File: src/rtl/fir_sm_obuf.sv
// Elastic output buffer between the FIR AXI-Stream master and the Wishbone bridge, with frame tracking.
// Optional feature: define FIR_OBUF_TLAST_CHECK_EN to latch cfg_len and flag tlast/length mismatches.
module fir_sm_obuf #(
    parameter int pDATA_WIDTH = 32,
    parameter int DEPTH       = 8,
    parameter int pLEN_WIDTH  = 10
) (
    input  logic                       axis_clk,
    input  logic                       axis_rst_n,
    input  logic                       s_tvalid,
    input  logic [pDATA_WIDTH-1:0]     s_tdata,
    input  logic                       s_tlast,
    output logic                       s_tready,
    output logic                       m_tvalid,
    output logic [pDATA_WIDTH-1:0]     m_tdata,
    output logic                       m_tlast,
    input  logic                       m_tready,
    input  logic [pLEN_WIDTH-1:0]      cfg_len,
    input  logic                       clr,
    output logic [$clog2(DEPTH):0]     level,
    output logic [pLEN_WIDTH-1:0]      beat_cnt,
    output logic                       frame_done,
    output logic                       tlast_err
);

    localparam int AW = $clog2(DEPTH);
    localparam logic [AW:0]           PTR_ONE = 1;
    localparam logic [pLEN_WIDTH-1:0] CNT_ONE = 1;

    typedef enum logic [1:0] {
        ST_IDLE,
        ST_RUN,
        ST_DRAIN,
        ST_DONE
    } state_e;

    state_e                state_q, state_d;
    logic [AW:0]           wr_ptr_q, wr_ptr_d;
    logic [AW:0]           rd_ptr_q, rd_ptr_d;
    logic [pLEN_WIDTH-1:0] beat_cnt_q, beat_cnt_d;
    logic [pDATA_WIDTH:0]  mem_q [DEPTH];
    logic [pDATA_WIDTH:0]  head;
    logic                  full;
    logic                  empty;
    logic                  push;
    logic                  pop;

    // Flags come only from registered pointers/state, so s_tready never depends on m_tready.
    assign full     = (wr_ptr_q[AW] != rd_ptr_q[AW]) &&
                      (wr_ptr_q[AW-1:0] == rd_ptr_q[AW-1:0]);
    assign empty    = (wr_ptr_q == rd_ptr_q);
    assign s_tready = !full && ((state_q == ST_IDLE) || (state_q == ST_RUN));
    assign m_tvalid = !empty;

    // A flush in the same cycle discards any handshake.
    assign push = s_tvalid && s_tready && !clr;
    assign pop  = m_tvalid && m_tready && !clr;

    assign head    = mem_q[rd_ptr_q[AW-1:0]];
    assign m_tdata = empty ? '0 : head[pDATA_WIDTH-1:0];
    assign m_tlast = !empty && head[pDATA_WIDTH];

    assign level      = wr_ptr_q - rd_ptr_q;
    assign beat_cnt   = beat_cnt_q;
    assign frame_done = (state_q == ST_DONE);

    // NOTE: storage is deliberately left without reset; outputs are gated by empty so stale entries never show.
    always_ff @(posedge axis_clk) begin
        if (push) begin
            mem_q[wr_ptr_q[AW-1:0]] <= {s_tlast, s_tdata};
        end
    end

    always_comb begin
        wr_ptr_d = wr_ptr_q;
        rd_ptr_d = rd_ptr_q;
        if (clr) begin
            wr_ptr_d = '0;
            rd_ptr_d = '0;
        end else begin
            if (push) begin
                wr_ptr_d = wr_ptr_q + PTR_ONE;
            end
            if (pop) begin
                rd_ptr_d = rd_ptr_q + PTR_ONE;
            end
        end
    end

    always_comb begin
        beat_cnt_d = beat_cnt_q;
        if (clr) begin
            beat_cnt_d = '0;
        end else if (push && (beat_cnt_q != '1)) begin
            beat_cnt_d = beat_cnt_q + CNT_ONE;
        end
    end

    // A single-beat frame (tlast on the first push) goes straight to DRAIN.
    always_comb begin
        state_d = state_q;
        if (clr) begin
            state_d = ST_IDLE;
        end else begin
            case (state_q)
                ST_IDLE: begin
                    if (push) begin
                        state_d = s_tlast ? ST_DRAIN : ST_RUN;
                    end
                end
                ST_RUN: begin
                    if (push && s_tlast) begin
                        state_d = ST_DRAIN;
                    end
                end
                ST_DRAIN: begin
                    if (wr_ptr_d == rd_ptr_d) begin
                        state_d = ST_DONE;
                    end
                end
                ST_DONE: begin
                    state_d = ST_DONE;
                end
                default: begin
                    state_d = ST_IDLE;
                end
            endcase
        end
    end

    // NOTE: sequential state uses non-blocking assignments so every register samples pre-edge values.
    always_ff @(posedge axis_clk or negedge axis_rst_n) begin
        if (!axis_rst_n) begin
            state_q    <= ST_IDLE;
            wr_ptr_q   <= '0;
            rd_ptr_q   <= '0;
            beat_cnt_q <= '0;
        end else begin
            state_q    <= state_d;
            wr_ptr_q   <= wr_ptr_d;
            rd_ptr_q   <= rd_ptr_d;
            beat_cnt_q <= beat_cnt_d;
        end
    end

`ifdef FIR_OBUF_TLAST_CHECK_EN
    localparam logic [pLEN_WIDTH:0] EXT_ONE = 1;

    logic [pLEN_WIDTH-1:0] len_q, len_d;
    logic [pLEN_WIDTH-1:0] len_eff;
    logic [pLEN_WIDTH:0]   beat_num;
    logic                  len_hit;
    logic                  tlast_err_q, tlast_err_d;

    // One extra bit keeps a saturated count and L=0 from ever matching.
    always_comb begin
        len_eff     = (state_q == ST_IDLE) ? cfg_len : len_q;
        beat_num    = {1'b0, beat_cnt_q} + EXT_ONE;
        len_hit     = (beat_num == {1'b0, len_eff});
        len_d       = len_q;
        tlast_err_d = tlast_err_q;
        if (clr) begin
            len_d       = '0;
            tlast_err_d = 1'b0;
        end else if (push) begin
            if (state_q == ST_IDLE) begin
                len_d = cfg_len;
            end
            if (s_tlast != len_hit) begin
                tlast_err_d = 1'b1;
            end
        end
    end

    always_ff @(posedge axis_clk or negedge axis_rst_n) begin
        if (!axis_rst_n) begin
            len_q       <= '0;
            tlast_err_q <= 1'b0;
        end else begin
            len_q       <= len_d;
            tlast_err_q <= tlast_err_d;
        end
    end

    assign tlast_err = tlast_err_q;
`else
    logic unused_cfg_len;

    assign unused_cfg_len = ^cfg_len;
    assign tlast_err      = 1'b0;
`endif

endmodule

File: config.mk
export PLATFORM = sky130hd
export DESIGN_NAME = fir_sm_obuf
export DESIGN_NICKNAME = d
export VERILOG_FILES = /design/src/rtl/fir_sm_obuf.sv
export SDC_FILE = /design/constraint.sdc
export NUM_CORES = 1
export LEC_CHECK = 0
export CORE_AREA = 2 2 151 153
export CTS_CLUSTER_DIAMETER = 30
export DETAILED_ROUTE_END_ITERATION = 10
export DIE_AREA = 0 0 153 155
export PLACE_DENSITY = 0.77
export SKIP_LAST_GASP = 1
export SLEW_MARGIN = 10
export SYNTH_ARGS = -nofsm -noshare
export SYNTH_HDL_FRONTEND = slang
export SYNTH_SLANG_ARGS = --single-unit
File: constraint.sdc
create_clock -name axis_clk -period 6.1 [get_ports axis_clk]
set_clock_uncertainty 0.1 [all_clocks]
set_input_delay 0.915 -clock axis_clk [delete_from_list [all_inputs] [get_ports axis_clk]]
set_output_delay 0.915 -clock axis_clk [all_outputs]
set_load 0.02 [all_outputs]
# --- Word-level counts from Yosys, hierarchy flattened ---
# Memories as Yosys holds them, arrays and structs flattened.
# Index checks and enable logic that the tools add are counted.
totals:
  regBits: 20
  ram_bits: 264
  out_inout_bits: 51
  n_memories: 1
classes:
  add_sub_neg: 4
  n_eq_ne: 11
  muxes: 15
  reduce_logical: 16
memory_table:
  columns: ["name", "depth", "width", "read_ports", "rd_clocked_by_memory_dff", "write_ports", "line", "rtl"]
  rows:
  - ["mem_q", 8, 33, 1, 0, 1, "41", "logic [pDATA_WIDTH:0] mem_q [DEPTH];"]
ops:
  columns: ["op", "n"]
  rows:
  - ["$mux 32", 1]
  - ["$mux 10", 2]
  - ["$mux 4", 4]
  - ["$add 10x1->10 const B", 1]
  - ["$mux 2", 5]
  - ["$ne 10x10->1 const B", 1]
  - ["$logic_and 1x1->1", 9]
  - ["$add 4x1->4 const B", 2]
  - ["$eq 4x4->1", 2]
  - ["$pmux 2 s4", 1]
  - ["$ne 3x3->1 const B", 2]
  - ["$eq 2x2->1 const B", 2]
  - ["$sub 4x4->4", 1]
  - ["$eq 3x3->1", 1]
  - ["$logic_not 1->1", 3]
  - ["$ne 3x2->1 const B", 1]
  - ["$reduce_and 3->1", 1]
  - ["$eq 2x1->1 const B", 1]
  - ["$logic_not 2->1", 1]
  - ["$mux 1", 2]
  - ["$reduce_bool 2->1", 1]
  - ["$logic_or 1x1->1", 1]
  - ["$ne 1x1->1", 1]

# --- Longest topological paths before layout ---
# Gate-level depths: netlist of run 1.
logic_depth:
  depth_word: 12
  ltp_mapped: 11
  mapped_depth_nobuf: 9

# --- Least setup slack after synthesis of run 1 ---
# Ideal clock, no wire load.
synth_timing:
  path_kind: "flip-flop to flip-flop"
  from: "register rd_ptr_q[2]"
  to: "memory mem_q[2][0] (netlist name) (enable)"
  setup_time_ns: 0.506
  t_arrival_ns: 5.137
  required_ns: 5.494
  path_slack_ns: 0.358
  stages_incl_launch_ff: 9
  path_buffers: 2
  period_less_slack_ns: 5.742
  path_cell_list: "dfrtp_1 -> clkbuf_1 -> clkinv_1 -> clkbuf_1 -> ha_1 -> and3_1 -> a21boi_2 -> nand2_1 -> nor4_1"
synth_via:
  elab_chain_cells: 8
synth_rtl:
  columns: ["element", "line", "rtl"]
  rows:
  - ["from (decl)", "39", "logic [AW:0] rd_ptr_q, rd_ptr_d;"]
  - ["from (signal assigned)", "141", "rd_ptr_q <= rd_ptr_d;"]
  - ["$eq 3x3->1", "50", "(wr_ptr_q[AW-1:0] == rd_ptr_q[AW-1:0]);"]
  - ["$logic_and 1x1->1", "49", "assign full = (wr_ptr_q[AW] != rd_ptr_q[AW]) &&"]
  - ["$logic_not 1->1", "52", "assign s_tready = !full && ((state_q == ST_IDLE) || (state_q == ST_RUN));"]
  - ["$logic_and 1x1->1", "52", null]
  - ["$logic_and 1x1->1 (2 in series)", "56", "assign push = s_tvalid && s_tready && !clr;"]
  - ["$mux 1", "69", "if (push) begin"]
  - ["$mux 1 (not written as such)", "70", "mem_q[wr_ptr_q[AW-1:0]] <= {s_tlast, s_tdata};"]
  - ["to (decl)", "41", null]
# No other way between the ends.

# --- Worst setup path after layout of run 1 ---
layout_timing:
  from: "register rd_ptr_q[0]"
  to: "output port m_tdata[23]"
layout_via:
  elab_chain_cells: 2
  word_cells_on_any_way: 3
layout_rtl:
  columns: ["element", "line", "rtl"]
  rows:
  - ["$mem_v2 8x33 or $eq 4x4->1 (tied branches)", null, null]
  - ["$mux 32 (*)", "60", "assign m_tdata = empty ? '0 : head[pDATA_WIDTH-1:0];"]
  - ["to (decl)", "15", "output logic [pDATA_WIDTH-1:0] m_tdata,"]
# Every way passes the cells marked *; elsewhere a longest branch is shown, timed or not.

==> metrics.md, run 1 <==
| Metric | Value |
|---|---|
| Met1 Use GR | 27.2% |
| Clock Tree Buf Depth | 3 |
| P per Cell Area | 404 nW/um^2 |
| Vias | 5999 |
| Grt met3 use | 3.65% |
| Fin crit share | 75.7% |
| Area of the multi-input gates | 2730 um^2 |
| CTS Buf Count | 44 |
| Post-Synth Simple-Gate Area | 5.00% |
| Xor/xnor share of the synthesized area | 1.46% |
| Core Box Area | 22200 um^2 |
| Pleak | 4.65 nW |
| Avg Cell Area, Syn | 18.9 um^2 |
| Postcts setup bufs | 0 |
| Placed Cells | 955 |
| Number of synthesized flops with an enable pin | 264 |
| Post-synthesis sequential area ratio | 74.8% |
| Die height | 155 um |
| Share of cells above drive strength 1 | 23.5% |
| WL/cell | 23.1 um |
| Clk root buf | clkbuf_16 |
| Routability congestion estimate | 0.780 |
| First-pass GRT wire length | 36900 um |
| Largest net degree at the start of global routing | 70 |
| DRC errors left | 0 |
| Slew at the pin closest to its max-slew limit | 1160 ps |
| Leading area contributor after synthesis | edfxtp_1 |
| Starting density of the core | 50.7% |
| Hold Buf Count CTS | 0 |
| Max Cap Violations | 0 |
| Final global-route overflow total | 0 |
| Rel. slew slack | 22.2% |
| Yosys top cell area share | 70.4% |
| Most frequent cells in the layout | edfxtp_1, clkdlybuf4s50_1, nand2_1 |
| Most Crowded Layer GR | met2 |
| Final hold violation count | 0 |
| Layout area overhead | 25.2% |
| H-tree levels | 2 |
| Commonest non-fill, non-tap cell in the layout | edfxtp_1 |
| Largest cells by area after synthesis | edfxtp_1, mux4_2, dfrtp_1, nand2_1, a21oi_1 |
| Routed WL | 23900 um |
| Fillers | 1450 |
| Pre-CTS worst setup slack | 1930 ps |
| Post-synthesis net count | 650 |
| Antenna-violating nets left | 0 |
| Outcome | finished, final reports clean |
| Critical path data arrival time | 3600 ps |
| Rows | 55 |
| DR pass1 iterations | 4 |
| Power Total | 5.69 mW |
| Worst path slowest cell | nor2_4 |
| Count of input and output buffers | 87 |
| Post-synthesis compound-gate area fraction | 3.02% |
| Post-route setup slack | 1480 ps |
| VDD IR max | 0.240 mV |
| Synth warnings | 0 |
| Asr flop ratio synth | 7.04% |
| Die Footprint | 23700 um^2 |
| Post-Synth Adder-Cell Area | 0.844% |
| Clock slew at reported path FFs | 40 ps |
| Max stage delay on crit path | 930 ps |
| Vias per std cell | 5.80 |
| Initial antenna violation count | 0 |
| #FFs+latches synth | 284 |
| Cell Area, Synth | 11300 um^2 |
| Max Clk Rate | 216 MHz |
| Minimum clock period | 4620 ps |
| CP required | 5080 ps |
| CP max FO | 34 |
| N_diodes | 0 |
| Number of global-route vias before repair | 6377 |
| Synth unique cells | 45 |
| Worst-skew pair later-pin latency | 510 ps |
| Worst hold path type | reg2reg |
| Clock Sink Count | 284 |
| Gr usage total | 20.5% |
| Worst Setup End Kind | output port |
| Dpl hpwl | 12600 um |
| WS Path Type | reg2out |
| Critical Path Source Type | flip-flop |
| Io pins | 99 |
| Post_cts resized | 0 |
| Prevailing post-synth register cell | edfxtp_1 |
| Nets | 771 |
| Die X | 153 um |
| Largest family of logic cells by synthesized area | multiplexers |
| Final setup TNS | 0 ps |
| Post-route insts no fill | 1035 |
| Iteration-0 DRC Markers | 617 |
| CP Cell Sequence | ha_1, nand3_1, nor2_4, a21oi_1, clkdlybuf4s50_1 |
| RSZ-0062 raised after global routing | no |
| Synth Instances | 595 |
| Post-synthesis mux area share | 13.4% |
| Sequential cell area | 8430 um^2 |
| Final setup violation count | 0 |
| Slew Limit Fails | 0 |
| CTS tree | done |
| Met2 Use GR | 34.3% |
| Core Util, Final | 63.4% |
-- synth_stat cells (all sizes together) (2+ instances only) --
library cell / instances
a21boi: 2
a21o: 2
a21oi: 41
a41oi: 2
and3: 3
and4: 3
buf: 12
clkbuf: 16
dfrtp: 20
edfxtp: 264
ha: 6
inv: 9
mux4: 66
nand2: 75
nand3: 6
nand4: 4
nor2: 20
nor2b: 2
nor3: 5
nor4: 4
o21ai: 2
xnor2: 12
xor2: 5
-- sequential cells by signal, indices dropped and copies added, names as in the netlist --
name	cells
beat_cnt	10
wr_ptr_q	4
mem_q	264
rd_ptr_q	4
state_q	2
-- cells by family after synthesis --
kind of cell | count (synthesis)
muxes | 68
and+or+nand+nor | 126
adders and majority gates | 7
xor gates and xnor gates | 17
other | 1
AOI/OAI and AO/OA | 54
DFF | 284
buffers and inverters | 38
-- per-layer routing --
layer,up-vias,wire (um)
met4,0,579
met2,241,12200
li1,2617,-
met5,-,0
met1,3093,9750
met3,48,1370
-- per-stage QoR --
step / hold WS [ps] / area, um^2
final: 491 / 14100
after global routing: 525 / 14100
after CTS: 495 / 14100
after detailed placement: 485 / 12500
after global placement: 472 / 12500
after floorplan: 436 / 11300
-- report_power, final --
group,internal (mW),leakage (nW),switching [mW]
sequential,2.17,2.65,0.0474
clock,1.72,0.747,0.875
combinational,0.422,1.24,0.459
-- path summary, 6_finish.rpt --
check / from / cells past startpoint / slack (ps) / end
max: rd_ptr_q[0] / 5 / 1480 / m_tdata[23]
min: beat_cnt[6] / 1 / 490 / beat_cnt[6]
max reg2reg: rd_ptr_q[0] / 6 / 2810 / mem_q[6][32]
min reg2reg: beat_cnt[6] / 1 / 490 / beat_cnt[6]
max in group asynchronous: axis_rst_n / 1 / 4410 / rd_ptr_q[0]
min in group asynchronous: axis_rst_n / 1 / 820 / beat_cnt[5]
-- cell type report --
cell class,count,area share (%)
multi-input cells,273,19.3
clock buffers,54,8.37
inverters,10,0.266
repair buffers,103,7.03
flip-flops and latches,284,59.8
clock inverters,26,2.67
well taps,285,2.53
-- worst max-delay path, delay by kind of cell, from the launching register on --
family | cells | cell delay (ps)
AO/OA/AOI/OAI | 1 | 210
adder cells (fa/ha/maj) | 1 | 430
buffers and inverters | 1 | 610
flip-flops | 1 | 700
AND/OR/NAND/NOR | 2 | 1130
(Power assumes the default switching activity.)
==> run 2, diff against run 1 <==
- clock period: 6.1 -> 4.1 ns (I/O delays scaled with it)
==> metrics.md, run 2 (synthesized netlist as in run 1, its figures left out) <==
| Metric | Value |
|---|---|
| Die Footprint | 23700 um^2 |
| CP required | 3380 ps |
| Post_cts resized | 0 |
| Gr usage total | 20.2% |
| Worst-skew pair later-pin latency | 520 ps |
| RSZ-0062 raised after global routing | no |
| Slew Limit Fails | 0 |
| Nets | 778 |
| Max Clk Rate | 258 MHz |
| Largest net degree at the start of global routing | 70 |
| Pleak | 4.68 nW |
| Starting density of the core | 50.7% |
| Io pins | 99 |
| Critical path data arrival time | 3160 ps |
| Critical Path Source Type | flip-flop |
| Vias per std cell | 5.79 |
| Die height | 155 um |
| Antenna-violating nets left | 0 |
| Clock group share of total power | 45.5% |
| H-tree levels | 2 |
| Clock slew at reported path FFs | 50 ps |
| Clock Tree Buf Depth | 3 |
| Sw Pwr | 2.09 mW |
| Max Cap Violations | 0 |
| Reg2Reg Depth | 7 |
| Routability congestion estimate | 0.755 |
| DRC errors left | 0 |
| Share of cells above drive strength 1 | 24.4% |
| Worst hold path type | in2async |
| Final setup violation count | 0 |
| CTS tree | done |
| Die X | 153 um |
| Outcome | finished, final reports clean |
| P per Cell Area | 598 nW/um^2 |
| Combinational power share | 15.8% |
| Fin crit share | 94.6% |
| Number of global-route vias before repair | 6368 |
| Final hold violation count | 0 |
| Max FFs per register | 264 |
| Min Hold Slack | 507 ps |
| WS Path Type | reg2out |
| Final setup TNS | 0 ps |
| Hold Buf Count CTS | 0 |
| First-pass GRT wire length | 36300 um |
| Vias | 6047 |
| Clk root buf | clkbuf_16 |
| Reg-to-Reg End | mem_q[7][27] |
| P_int | 6.41 mW |
| Final global-route overflow total | 0 |
| Rows | 55 |
| Post-route insts no fill | 1045 |
| DR pass1 iterations | 5 |
| Clock Sink Count | 284 |
| Layout area overhead | 26.3% |
| Switching Share | 24.5% |
| R2R setup slack | 970 ps |
| WL/cell | 22.7 um |
| CP max FO | 18 |
| Slew at the pin closest to its max-slew limit | 992 ps |
| Minimum clock period | 3880 ps |
| Core Box Area | 22200 um^2 |
| Iteration-0 DRC Markers | 599 |
| Count of input and output buffers | 87 |
| VDD IR max | 0.332 mV |
| Fillers | 1458 |
| Worst Setup End Kind | output port |
| Placed Cells | 961 |
| Sequential share of power | 38.7% |
| Routed WL | 23700 um |
| Crit Reg-Reg Startpoint | wr_ptr_q[0] |
| CTS Buf Count | 45 |
| Postcts setup bufs | 0 |
| Rel. slew slack | 33.9% |
| Commonest non-fill, non-tap cell in the layout | edfxtp_1 |
| Dpl hpwl | 12900 um |
| Most frequent cells in the layout | edfxtp_1, clkdlybuf4s50_1, nand2_1 |
| Initial antenna violation count | 1 |
run 2: cell types whose count changed in the layout (fill, tap and decap cells not counted), moves of 4 or more:
cell,change
buf_4,+4
clkbuf_1,-5
clkinv_1,+5
clkinv_4,-4
clkinvlp_4,+4
run 2: worst max-delay path by stage:
| stage | depth (start not counted) | from | to | slack (ps) |
|---|---|---|---|---|
| finish | 7 | wr_ptr_q[0] | m_tdata[23] | 220 |
| global route | 7 | wr_ptr_q[0] | m_tdata[23] | 120 |
| CTS | 7 | wr_ptr_q[0] | m_tdata[23] | 220 |
| detailed placement | 6 | rd_ptr_q[0] | m_tdata[23] | 810 |
| global placement | 6 | rd_ptr_q[0] | m_tdata[23] | 810 |
| floorplan | 8 | rd_ptr_q[2] | mem_q[3][0] | -800 |
run 2: worst max-delay path, cell delays in order (launching register included):
cell	delay (ps)
dfrtp_1	610
inv_1	190
ha_1	350
nand3_1	210
nor2_4	60
buf_4	240
a21oi_1	300
clkdlybuf4s50_1	670
run 2: final cells by class:
type	count	area, um^2	area share, %
Antenna cell	1	2.50	0.0176
Timing Repair Buffer	109	1060	7.46
Inverter	10	37.5	0.264
Multi-Input combinational cell	273	2760	19.4
Clock buffer	49	1180	8.32
Tap cell	285	357	2.51
Clock inverter	34	390	2.74
Sequential cell	284	8430	59.3
run 2: power groups by stage:
stage               combinational [mW]  sequential [mW]  clock [mW]
finish                            1.34             3.29        3.87
global route                      1.43             3.30        4.04
CTS                               1.36             3.29        3.92
detailed placement                1.34             3.34           0
global placement                  1.33             3.34           0
floorplan                        0.849             3.30           0
run 2: layer usage:
| layer | GRT usage, % | up-vias | share of wire (%) |
|---|---|---|---|
| met5 | 0 | - | 0 |
| met2 | 34.7 | 222 | 51 |
| li1 | - | 2638 | - |
| met1 | 25.6 | 3131 | 40 |
| met3 | 4.07 | 56 | 6.1 |
| met4 | 7.94 | 0 | 2.9 |
run 2: per-stage QoR:
step | setup slack (ps) | cell area [um^2] | power (mW) | utilization (%)
finish | 221 | 14200 | 8.50 | 64.0
detailed placement | 806 | 12600 | 4.69 | 56.9
global placement | 812 | 12600 | 4.67 | 56.9
floorplan | -799 | 11300 | 4.15 | -
global route | 117 | 14200 | 8.77 | 64.0
CTS | 216 | 14200 | 8.57 | 64.0
==> run 3, diff against run 2 <==
- HOLD_SLACK_MARGIN: default -> 0.03
==> results of run 3 <==
The final DEF is identical to that of run 2; final timing and power are the same.
